[src/rtl/bcd_down_counter.sv]
// rtl/bcd_down_counter.sv - multi-digit BCD countdown timer with per-digit borrow enables
// Optional periodic reload: define BCD_DOWN_AUTO_RELOAD_EN.
module bcd_down_counter #(
  parameter int DIGITS = 4
) (
  input  logic                  clk,
  input  logic                  reset,
  input  logic                  load,
  input  logic [4*DIGITS-1:0]   load_val,
  input  logic                  start,
  input  logic                  stop,
  output logic [4*DIGITS-1:0]   q,
  output logic [DIGITS-1:1]     brw,
  output logic                  busy,
  output logic                  done
);

  localparam int W = 4 * DIGITS;

  typedef enum logic [1:0] {IDLE, RUN, DONE} state_t;

  state_t         state, state_nxt;
  logic [W-1:0]   q_nxt, q_dec, load_clamped;
  logic [DIGITS-1:0] step;
  logic           q_zero, q_one;
`ifdef BCD_DOWN_AUTO_RELOAD_EN
  logic [W-1:0]   reload, reload_nxt;
`endif

  // Digit i steps only when every lower digit is already 0.
  always_comb begin
    load_clamped = '0;
    q_dec        = '0;
    step         = '0;
    step[0]      = 1'b1;
    for (int i = 0; i < DIGITS; i++) begin
      load_clamped[4*i +: 4] = (load_val[4*i +: 4] > 4'd9) ? 4'd9 : load_val[4*i +: 4];
      if (i > 0)
        step[i] = step[i-1] & (q[4*(i-1) +: 4] == 4'd0);
      if (step[i])
        q_dec[4*i +: 4] = (q[4*i +: 4] == 4'd0) ? 4'd9 : q[4*i +: 4] - 4'd1;
      else
        q_dec[4*i +: 4] = q[4*i +: 4];
    end
  end

  assign q_zero = (q == '0);
  assign q_one  = (q == W'(1));

  always_comb begin
    brw = '0;
    for (int i = 1; i < DIGITS; i++)
      brw[i] = (state == RUN) & step[i];
  end

  always_comb begin
    state_nxt  = state;
    q_nxt      = q;
`ifdef BCD_DOWN_AUTO_RELOAD_EN
    reload_nxt = reload;
`endif
    if (load) begin
      q_nxt     = load_clamped;
      state_nxt = IDLE;
`ifdef BCD_DOWN_AUTO_RELOAD_EN
      reload_nxt = load_clamped;
`endif
    end else if (stop) begin
      state_nxt = IDLE;
    end else begin
      case (state)
        IDLE: begin
          if (start)
            state_nxt = q_zero ? DONE : RUN;
        end
        RUN: begin
          // Reaching zero ends the run; the count never wraps below 0000.
          if (q_zero || q_one) begin
            q_nxt     = '0;
            state_nxt = DONE;
          end else begin
            q_nxt = q_dec;
          end
        end
        DONE: begin
`ifdef BCD_DOWN_AUTO_RELOAD_EN
          if (reload != '0) begin
            q_nxt     = reload;
            state_nxt = RUN;
          end else begin
            state_nxt = IDLE;
          end
`else
          state_nxt = IDLE;
`endif
        end
        default: state_nxt = IDLE;
      endcase
    end
  end

  always_ff @(posedge clk) begin
    if (reset) begin
      state <= IDLE;
      q     <= '0;
`ifdef BCD_DOWN_AUTO_RELOAD_EN
      reload <= '0;
`endif
    end else begin
      state <= state_nxt;
      q     <= q_nxt;
`ifdef BCD_DOWN_AUTO_RELOAD_EN
      reload <= reload_nxt;
`endif
    end
  end

  assign busy = (state == RUN);
  assign done = (state == DONE);

endmodule

[config.mk]
export PLATFORM = sky130hd
export DESIGN_NAME = bcd_down_counter
export DESIGN_NICKNAME = d
export VERILOG_FILES = /design/src/rtl/bcd_down_counter.sv
export SDC_FILE = /design/constraint.sdc
export NUM_CORES = 1
export LEC_CHECK = 0
export ABC_AREA = 1
export BUFFER_PORTS_ARGS = -buffer_cell sky130_fd_sc_hd__buf_2
export CELL_PAD_IN_SITES_DETAIL_PLACEMENT = 0
export CELL_PAD_IN_SITES_GLOBAL_PLACEMENT = 2
export CORE_MARGIN = 2
export CORE_UTILIZATION = 29
export CTS_BUF_LIST = sky130_fd_sc_hd__clkbuf_2 sky130_fd_sc_hd__clkbuf_4 sky130_fd_sc_hd__clkbuf_8
export CTS_CLUSTER_SIZE = 40
export DETAILED_ROUTE_END_ITERATION = 10
export GPL_ROUTABILITY_DRIVEN = 0
export PLACE_DENSITY = 0.83
export SLEW_MARGIN = 20
export SYNTH_ARGS = -nofsm -noshare
export SYNTH_HDL_FRONTEND = slang
export SYNTH_SLANG_ARGS = --single-unit
[constraint.sdc]
create_clock -name clk -period 1.7 [get_ports clk]
set_input_delay 0.085 -clock clk [delete_from_list [all_inputs] [get_ports clk]]
set_output_delay 0.085 -clock clk [all_outputs]
set_load 0.01 [all_outputs]
==> metrics <==
P&R area growth vs syn=29.0%; Final Hold Viols=0; largest net degree at the start of global routing=19; fin util=39.0%; Residual DRC=0; Rel. slew slack=76.1%; DR pass1 iterations=4; root buffer cell=clkbuf_8; setup TNS=0 ns; Slew Limit Fails=0; grt total ovfl=0; Synth Register Bits=18; Cells after DPL=348; Max clock buf depth=2; synthesized area=1540 µm²; Critical Path AT=1.51 ns; Die ar.=5920 µm²; Netlist cell types=30; Leak=1.02 nW; # clock sinks=18; Final Cell Area=1990 µm²; I/O pin total=42; placed instance area=1860 µm²; vias per cell=4.51; Final Non-Filler Cells=355; nets@finish=317; Setup violations, final=0; Core Rows=26; delay-heaviest family, CP=buffers and inverters; average cell area after synthesis=6.65 µm²; startpoint types=register; Synth Net Count=262; r2r setup slk=0.14 ns; most frequent cells in the layout=nand2_1, buf_2, nor2_1, inv_1, dfxtp_1; number of buffers created by CTS=3; setup slack after layout=0.102 ns; Core ar.=5110 µm²; cts hold-fix bufs=0; vias=1,601; sequential fraction of the synthesis area=23.4%; dpl ws=0.0573 ns; Mapped Cells=232; crit path kind=register to output pin; layout cells sized above 1=33.0%; clk_lat worst skew=0.26 ns; Post-DRT Antenna Nets=0; critical-path cell list=inv_1 -> ha_4 -> nand3_4 -> buf_4 -> nor4_4 -> buf_2; wire per inst=11.7 µm; CP max stage delay=0.31 ns; FMAX=626 MHz; commonest non-fill, non-tap cell in the layout=nand2_1; CTS tree=yes; dpl hpwl=3280 µm; I/O Buffers=41; # Max-Cap Violations=0; Routed WL=4140 µm; clock skew=0.00579 ns; vias in the first global route=1,493; worst min path class=primary input to register; Slowest cell on crit path=dfxtp_1; Antenna Cells=0; Max IR drop VDD=0.000273 V; Final Cycle Share=94.0%; die width=76.9 µm; Starting Density=30.2%; die height=76.9 µm; CP Capture Type=output pin; RSZ-0062 raised after global routing=no; Iteration-0 DRC Markers=61; outcome=complete, no violations; synth warn=0; Req. time, crit path=1.62 ns; CP bufs+invs=3; first-pass GRT wire length=6890 µm; Power Density=779 nW/µm²; # H-tree levels=1; Total GRT Usage=14.3%; Slew @ Worst Pin=0.358 ns; Tmin final=1.60 ns; clock slew at reported path FFs=0.08 ns; antenna violations before repair=0; Crit Path Max Fanout=6
==> logic make-up after synthesis <==
group                    synth area share [%]
flip-flops                               23.4
XOR/XNOR                                 1.70
AND/OR/NAND/NOR                          45.0
buffers and inverters                    10.9
AO/OA/AOI/OAI                            11.8
adder cells (fa/ha/maj)                  7.30
==> metrics by stage <==
stage          total power [mW]  hold WS (ns)
5_1_grt                    1.69        0.0525
3_5_place_dp               1.20         0.331
2_1_floorplan             0.994         0.154
4_1_cts                    1.54        0.0444
6_report                   1.55        0.0531
3_3_place_gp               1.21         0.323
==> Yosys cell counts <==
master    number  area, µm²
nand2_1       52        195
nor2_1        35        131
inv_1         24       90.1
dfxtp_1       18        360
a21oi_1       16       80.1
nand3_1       16       80.1
ha_1           9        113
nand3_2        9       90.1
o21ai_0        7       35.0
nand2_2        6       37.5
inv_2          4       15.0
nor2_4         4       45.0
buf_4          3       22.5
buf_6          3       33.8
nand2_4        3       33.8
nand4_1        3       18.8
xor2_1         3       26.3
a31oi_1        2       12.5
a32oi_1        2       17.5
nand3b_1       2       15.0
nor2_2         2       12.5
a21oi_4        1       16.3
a22oi_1        1       7.51
inv_4          1       6.26
nand3_4        1       17.5
nor3_1         1       5.00
nor4_1         1       6.26
o211ai_1       1       7.51
o21ai_1        1       5.00
or2_0          1       6.26
==> layout make-up <==
class                           count  area, µm²
Multi-Input combinational cell    179       1070
Sequential cell                    18        360
Timing Repair Buffer               56        318
Fill cell                         607       3120
Clock buffer                        3       41.3
Inverter                           29        111
Tap cell                           70       87.6
==> routing by layer <==
layer | track usage [%] | up-vias | part of all wire (%)
li1 | - | 858 | -
met1 | 18.8 | 708 | 49
met2 | 24.6 | 30 | 46
met3 | 2.12 | 5 | 3.6
met4 | 3.27 | 0 | 0.92
met5 | 0 | - | 0
==> what timing repair did <==
item | CTS | global route
cloned | 0 | 0
setup buffers | 0 | 4
gates resized for setup | 3 | 6
setup endpoints to repair | 1 | 13
pin swaps | 0 | 1
==> where the power goes <==
part | total [mW] | internal (mW) | switching [mW]
logic | 0.729 | 0.300 | 0.429
registers | 0.507 | 0.464 | 0.0425
clock network | 0.314 | 0.158 | 0.156
total | 1.55 | 0.922 | 0.628
==> worst paths after layout <==
kind / start / to / depth (start not counted)
worst max-delay path: q[5]$_SDFFE_PP0P_ / brw[3] / 6
worst min-delay path: reset / q[0]$_SDFFE_PP0P_ / 2
worst max register to register: q[1]$_SDFFE_PP0P_ / q[12]$_SDFFE_PP0P_ / 12
worst min register to register: q[9]$_SDFFE_PP0P_ / q[9]$_SDFFE_PP0P_ / 2
==> state kept, by name (all words and copies together) (netlist names) <==
signal,count
q,16
state,2
Note: power is estimated with default switching activity, not from simulation.
